$ cat config.mk
export PLATFORM = sky130hd
export DESIGN_NAME = timed_sabotuer
export DESIGN_NICKNAME = d
export VERILOG_FILES = /design/src/rtl/timed_sabotuer.sv
export SDC_FILE = /design/constraint.sdc
export NUM_CORES = 1
export LEC_CHECK = 0
export BUFFER_PORTS_ARGS = -buffer_cell sky130_fd_sc_hd__buf_2
export CAP_MARGIN = 15
export CORE_MARGIN = 3
export CORE_UTILIZATION = 35
export DETAILED_ROUTE_END_ITERATION = 7
export GPL_ROUTABILITY_DRIVEN = 0
export MAX_ROUTING_LAYER = met4
export PLACE_DENSITY = 0.6
export SKIP_LAST_GASP = 1
export SLEW_MARGIN = 30
export SYNTH_ARGS = -nofsm -noshare
export SYNTH_HDL_FRONTEND = slang
export SYNTH_SLANG_ARGS = --single-unit
$ cat constraint.sdc
create_clock -name i_clk -period 4.2 [get_ports i_clk]
set_input_delay 0.63 -clock i_clk [delete_from_list [all_inputs] [get_ports i_clk]]
set_output_delay 0.63 -clock i_clk [all_outputs]
set_load 0.005 [all_outputs]
$ cat src/rtl/timed_sabotuer.sv
// ---------------------------------------------------------------------------
// timed_sabotuer
// Time-controlled fault saboteur placed in-line on a WIDTH-bit datapath net.
// Applies stuck-at-0, stuck-at-1 or bit-flip faults to the bits selected by a
// latched mask. Injection starts a programmable delay after arming and follows
// one of four timing modes: permanent, transient, window or intermittent.
// Data passes through combinationally; only the fault-enable timing is held
// in registers.
//
// Ports
//   i_clk, i_rst_n : clock, asynchronous active-low reset
//   i_data         : fault-free bus value
//   o_data         : possibly faulty bus value (combinational from i_data)
//   i_arm          : arm request, latches mask/ctrl/mode/dur (IDLE or DONE only)
//   i_clear        : abort to IDLE, wins over arm and every transition
//   i_mask         : bits to sabotage (1 = target)
//   i_ctrl         : 00 stuck-at-0, 01 stuck-at-1, 1x bit flip
//   i_mode         : 00 permanent, 01 transient, 10 window, 11 intermittent
//   i_delay        : cycles from the arm edge to the first faulty cycle
//   i_dur          : window length / intermittent half-period (0 acts as 1)
//   o_active       : fault currently applied to o_data
//   o_done         : transient or window sequence finished
// ---------------------------------------------------------------------------
module timed_sabotuer #(
  parameter int unsigned WIDTH = 8,
  parameter int unsigned CNT_W = 16
) (
  input  logic             i_clk,
  input  logic             i_rst_n,
  input  logic [WIDTH-1:0] i_data,
  output logic [WIDTH-1:0] o_data,
  input  logic             i_arm,
  input  logic             i_clear,
  input  logic [WIDTH-1:0] i_mask,
  input  logic [1:0]       i_ctrl,
  input  logic [1:0]       i_mode,
  input  logic [CNT_W-1:0] i_delay,
  input  logic [CNT_W-1:0] i_dur,
  output logic             o_active,
  output logic             o_done
);

  localparam logic [1:0] S_IDLE   = 2'd0;
  localparam logic [1:0] S_WAIT   = 2'd1;
  localparam logic [1:0] S_INJECT = 2'd2;
  localparam logic [1:0] S_DONE   = 2'd3;

  localparam logic [1:0] M_PERM   = 2'b00;
  localparam logic [1:0] M_TRANS  = 2'b01;
  localparam logic [1:0] M_WINDOW = 2'b10;
  localparam logic [1:0] M_INTER  = 2'b11;

  logic [1:0]       state_q, state_d;
  logic [CNT_W-1:0] cnt_q, cnt_d;
  logic             phase_q, phase_d;
  logic [WIDTH-1:0] mask_q, mask_d;
  logic [1:0]       ctrl_q, ctrl_d;
  logic [1:0]       mode_q, mode_d;
  logic [CNT_W-1:0] dur_q, dur_d;
  logic             done_q, done_d;
  logic             active_q, active_d;

  // Reload values for the duration counter (a duration of 0 counts as 1).
  logic [CNT_W-1:0] arm_dur_m1_c;
  logic [CNT_W-1:0] lat_dur_m1_c;
  assign arm_dur_m1_c = (i_dur == '0) ? '0 : i_dur - CNT_W'(1);
  assign lat_dur_m1_c = (dur_q == '0) ? '0 : dur_q - CNT_W'(1);

  // Next-state and timing control.
  always_comb begin
    state_d  = state_q;
    cnt_d    = cnt_q;
    phase_d  = phase_q;
    mask_d   = mask_q;
    ctrl_d   = ctrl_q;
    mode_d   = mode_q;
    dur_d    = dur_q;
    done_d   = done_q;

    if (i_clear) begin
      state_d = S_IDLE;
      cnt_d   = '0;
      phase_d = 1'b0;
      done_d  = 1'b0;
    end else begin
      case (state_q)
        S_IDLE, S_DONE: begin
          if (i_arm) begin
            mask_d = i_mask;
            ctrl_d = i_ctrl;
            mode_d = i_mode;
            dur_d  = i_dur;
            done_d = 1'b0;
            if (i_delay == '0) begin
              state_d = S_INJECT;
              phase_d = 1'b1;
              cnt_d   = arm_dur_m1_c;
            end else begin
              state_d = S_WAIT;
              phase_d = 1'b0;
              cnt_d   = i_delay - CNT_W'(1);
            end
          end
        end
        S_WAIT: begin
          if (cnt_q == '0) begin
            state_d = S_INJECT;
            phase_d = 1'b1;
            cnt_d   = lat_dur_m1_c;
          end else begin
            cnt_d = cnt_q - CNT_W'(1);
          end
        end
        S_INJECT: begin
          case (mode_q)
            M_PERM: begin
            end
            M_TRANS: begin
              state_d = S_DONE;
              phase_d = 1'b0;
              done_d  = 1'b1;
            end
            M_WINDOW: begin
              if (cnt_q == '0) begin
                state_d = S_DONE;
                phase_d = 1'b0;
                done_d  = 1'b1;
              end else begin
                cnt_d = cnt_q - CNT_W'(1);
              end
            end
            M_INTER: begin
              // Toggle on/off every dur' cycles, starting with the on phase.
              if (cnt_q == '0) begin
                phase_d = ~phase_q;
                cnt_d   = lat_dur_m1_c;
              end else begin
                cnt_d = cnt_q - CNT_W'(1);
              end
            end
            default: begin
            end
          endcase
        end
        default: begin
          state_d = S_IDLE;
        end
      endcase
    end
  end

  // Fault enable follows the next state so o_active is a plain register.
  assign active_d = (state_d == S_INJECT) && phase_d;

  // State and configuration registers.
  always_ff @(posedge i_clk or negedge i_rst_n) begin
    if (!i_rst_n) begin
      state_q  <= S_IDLE;
      cnt_q    <= '0;
      phase_q  <= 1'b0;
      mask_q   <= '0;
      ctrl_q   <= '0;
      mode_q   <= '0;
      dur_q    <= '0;
      done_q   <= 1'b0;
      active_q <= 1'b0;
    end else begin
      state_q  <= state_d;
      cnt_q    <= cnt_d;
      phase_q  <= phase_d;
      mask_q   <= mask_d;
      ctrl_q   <= ctrl_d;
      mode_q   <= mode_d;
      dur_q    <= dur_d;
      done_q   <= done_d;
      active_q <= active_d;
    end
  end

  // Zero-latency fault application on the masked bits.
  logic [WIDTH-1:0] eff_mask_c;
  assign eff_mask_c = active_q ? mask_q : '0;

  always_comb begin
    o_data = i_data;
    if (ctrl_q[1]) begin
      o_data = i_data ^ eff_mask_c;
    end else if (ctrl_q[0]) begin
      o_data = i_data | eff_mask_c;
    end else begin
      o_data = i_data & ~eff_mask_c;
    end
  end

  assign o_active = active_q;
  assign o_done   = done_q;

endmodule

Word level (Yosys, flattened, before mapping)

Cells that the tools add are included.

Register bits: 49
Input port bits: 56
Word-level logic and storage cells: 74

$add $sub $neg: 4
Equal/unequal tests: 12
Muxes and demuxes: 32
Bitwise operators: 6
Reduce and logical (&&, ||, !) cells: 11

Operator list:

| operator                | count |
|---|---|
| $mux W16                | 7 |
| $logic_not A16 Y1       | 4 |
| $sub A16 B1 Y16 const B | 4 |
| $pmux W16 S3            | 1 |
| $pmux W16 S2            | 1 |
| $mux W8                 | 3 |
| $eq A2 B2 Y1 const B    | 5 |
| $mux W2                 | 5 |
| $mux W1                 | 9 |
| $and A8 B8 Y8           | 1 |
| $ne A4 B4 Y1 const B    | 2 |
| $not A8 Y8              | 1 |
| $or A8 B8 Y8            | 1 |
| $xor A8 B8 Y8           | 1 |
| $pmux W1 S3             | 2 |
| $pmux W2 S3             | 1 |
| $reduce_and A3 Y1       | 2 |
| $eq A2 B1 Y1 const B    | 2 |
| $ne A4 B2 Y1 const B    | 1 |
| $ne A4 B3 Y1 const B    | 1 |
| $pmux W1 S2             | 2 |
| $pmux W2 S2             | 1 |
| $reduce_and A4 Y1       | 1 |
| $ne A3 B3 Y1 const B    | 1 |
| 5 further kinds         | 6 |

Logic depth before layout (Yosys ltp)

Depth after elaboration: 7
Gate-level depth with buffers: 13

Worst setup path before layout

No wires, ideal clock.

Path kind: register to register
Start: register cnt_q[0]
End: register active_q (netlist: o_active)
Library setup time: 0.128 ns
Arrival time: 3.014 ns
Setup slack: 1.058 ns
Cell stages (with the launch flop): 14
Buffers on the path: 1
Clock period less this slack: 3.142 ns
Cell sequence: dfrtp_1 -> inv_1 -> ha_1 -> or3b_1 -> buf_2 -> or4_4 -> nor3_4 -> inv_4 -> ha_1 -> a221oi_1 -> a21oi_1 -> a221oi_1 -> a311oi_1 -> nor3b_1

Elaborated cells on any way between the ends: 14
Classes of those cells: eq/ne (1); mux (11); reduce/logical (2)

RTL lines:

| element                           | line          | text |
|---|---|---|
| start: declaration                | 54            | `logic [CNT_W-1:0] cnt_q, cnt_d;` |
| start signal: assignment          | 169           | `cnt_q <= cnt_d;` |
| $logic_not A16 Y1 *               | 106, 124, 134 |  |
| $mux W1, on equally long branches | 134, 124      |  |
| $pmux W1 S3                       | 115           | `case (mode_q)` |
| $pmux W1 S3 *                     | 86            | `case (state_q)` |
| $mux W1 *                         | 80            | `if (i_clear) begin` |
| net phase_d                       | 55            | `logic phase_q, phase_d;` |
| $logic_and A1 B1 Y1 *             | 153           | `assign active_d = (state_d == S_INJECT) && phase_d;` |
| net active_d                      | 61            | `logic active_q, active_d;` |
| end signal: assignment            | 176           | `active_q <= active_d;` |
| end: declaration                  | 61            |  |

Mark *: on every way through the listed nets, which the timed path passes. The rest lies on a longest branch.
A chain may end at the register's enable or synchronous reset.

Worst setup path after layout

Same ends and word-level chain as after synthesis.

==> metrics.md <==
| Metric | Value |
|---|---|
| Run status | finished clean |
| Leading post-synthesis cells by cell area | dfrtp_1, mux2_2, xor2_1 |
| Pin count of the biggest net entering global routing | 33 |
| Num rows | 37 |
| Area leader, netlist | dfrtp_1 |
| Crit-path max FO | 9 |
| Cell Chain, Critical Path | inv_1 > ha_1 > or3b_1 > or4_4 > nor3_4 > inv_4 > ha_1 > a221oi_1 > a21oi_1 > a221oi_1 > a311oi_1 > nor3b_1 |
| Final Cycle Share | 0.814 |
| Peak Freq | ~0.29 GHz |
| Max rail drop VDD | ~0.27 mV |
| # H-tree levels | 2 |
| Pwr Density | around 630 nW/µm² |
| CORE AREA | roughly 11,000 µm² |
| Vias in the first global route | roughly 3,600 |
| # fillers | around 1,000 |
| N_diodes | 0 |
| Post-Route Skew | between 0.008 and 0.009 ns |
| Largest stage delay, worst path | 0.60 ns |
| Ratio of cells with drive above 1 in the final layout | 0.250 |
| TNS Setup | 0 ns |
| Total grt overflow | 0 |
| Clk_lat worst skew | 0.31 ns |
| Worst Tran Pin Value | about 0.85 ns |
| CTS Buffer Depth | 2 |
| Crit Path Category | reg2reg |
| # nets final | roughly 570 |
| Hold Path Class | in2async |
| Hold-fix buffers, CTS | 0 |
| Total of max-cap violations | 0 |
| Detail Placement HPWL | approximately 8600 µm |
| Mean Syn Cell Area | just under 9 µm² |
| Initial DRC count | 306 |
| Most frequent cells in the layout | buf_2, dfrtp_1, nand2_1 |
| Area of the die | around 12,000 µm² |
| Synthesized Nets | ~510 |
| Number of synthesized flops with an enable pin | 0 |
| Commonest non-fill, non-tap cell in the layout | buf_2 |
| Die Height | 112 µm |
| WP data required | roughly 4.4 ns |
| WP data arrival | roughly 3.6 ns |
| Cells after synthesis | approximately 440 |
| First-pass GRT wire length | 18,400 µm |
| Worst rel slew slack | 0.425 |
| Top_reg_cell synth | dfrtp_1 |
| CTS buffer count | 5 |
| Post-CTS Setup Repair Bufs | 0 |
| RSZ-0062 raised after global routing | false |
| Resized cells post-CTS | 0 |
| Register area | roughly 1200 µm² |
| CTS tree | built |
| Reg2reg start | cnt_q[0] |
| LEAKAGE | roughly 1.8 nW |
| Vias | between 3,000 and 4,000 |
| Ys async rst share | 1.00 |
| Drt first pass iters | 7 |
| Post-synth top area share | 0.313 |
| Final Setup Violations | 0 |
| Synthesis Warnings | 0 |
| Vias/cell | between 5 and 6 |
| Avg WL per Cell | around 17 µm |
| Area occupied by multi-input gates | between 2000 and 3000 µm² |
| Crit start category | register |
| Sink Count | 49 |
| Fin crit period | between 3 and 4 ns |
| Clock-pin slew on the worst setup and hold paths | 0.10 ns |
| Port Buffer Count | 65 |
| Netlist cell types | 62 |
| Initial antenna violation count | 0 |
| Io pins | 66 |
| Area growth, synth to finish | 14.5% |
| Final count of pins violating max slew | 0 |
| Drt drc | 0 |
| Sequential fraction of the synthesis area | 0.313 |
| Post-DRT Antenna Nets | 0 |
| Mapped Area | 3920 µm² |
| Final Hold Fails | 0 |
| Die W | between 100 and 150 µm |
| Synth Register Bits | 49 |
| GRT Util Overall | 0.183 |
| Hold slack final | a little under 0.3 ns |
| Slowest cell on the critical path | or4_4 |
| Initial Utilization | 0.369 |
| Element type at the critical path end | register |
| CP Launch Point | cnt_q[0] |
| Root Driver | clkbuf_8 |
| Overall routed net length | around 11,000 µm |
[metrics by stage]
step,setup WS [ns],area [µm²],cells,utilization,total power [mW]
after floorplan,1.06,3920,439,-,2.03
after global placement,0.921,4350,624,0.410,2.40
after detailed placement,0.817,4350,624,0.410,2.42
after CTS,0.800,4490,632,0.423,2.84
after global routing,0.458,4490,632,0.423,3.08
final,0.783,4490,632,0.423,2.84
[synthesized netlist by cell type (3+ instances only)]
cell type  count
dfrtp_1       49
nand2_1       40
mux2_2        34
nor2_1        32
o21ai_0       21
xor2_1        21
a21oi_1       20
nor3_1        20
xnor2_1       20
inv_1         16
clkbuf_1      14
ha_1          14
o221ai_1      13
nor4_1        12
a32o_1         9
or3_1          9
or4_1          8
nor2b_1        6
o211ai_1       5
a31oi_1        4
or2_2          4
a211oi_1       3
buf_2          3
mux2i_1        3
nand3b_1       3
nand4b_1       3
nor3b_1        3
nor4b_1        3
o31ai_1        3
[routing by layer]
metal | vias up | wire (µm) | track usage
li1 | 1750 | - | -
met1 | 1742 | 5090 | 0.267
met2 | 167 | 4880 | 0.273
met3 | 23 | 827 | 0.0239
met4 | 0 | 201 | 0.0357
met5 | - | 0 | -
[critical path: cells and delay by family (launching register included)]
family | cells | cell delay (ns)
simple gates | 4 | 1.52
compound gates | 4 | 0.70
flops | 1 | 0.42
fa+ha+maj | 2 | 0.47
buf+inv | 2 | 0.19
[report_power, final]
part,leakage [nW],switching [mW],internal (mW)
Combinational,1.11,0.845,0.665
Sequential,0.609,0.247,0.678
Clock,0.0681,0.172,0.237
[sequential cells by signal (all words and copies together) (netlist names)]
signal and count:
cnt_q 16, dur_q 16, mask_q 8, ctrl_q 2, mode_q 2, state_q 2, o_active 1, o_done 1
phase_q 1
[final cells by class]
type,count,area share
multi-input cells,354,0.567
inverters,17,0.0148
clock buffers,5,0.0153
flip-flops and latches,49,0.273
repair buffers,68,0.0775
well taps,136,0.0379
clock inverters,3,0.0145
[final timing paths]
path / to / slack, ns / cells after the start
setup / recovery: o_active / 0.78 / 12
hold / removal: mask_q[2] / 0.29 / 1
setup reg to reg: o_active / 0.78 / 12
hold reg to reg: ctrl_q[0] / 0.52 / 1
max in group asynchronous: cnt_q[13] / 3.13 / 2
min in group i_clk: ctrl_q[0] / 0.52 / 1
[logic make-up after synthesis]
kind of cell	share of synthesized area
flops	0.313
mux	0.105
simple gates	0.217
buf+inv	0.0380
fa+ha+maj	0.0447
compound gates	0.190
xor+xnor	0.0917
No activity file was read; power rests on OpenSTA's default activity.
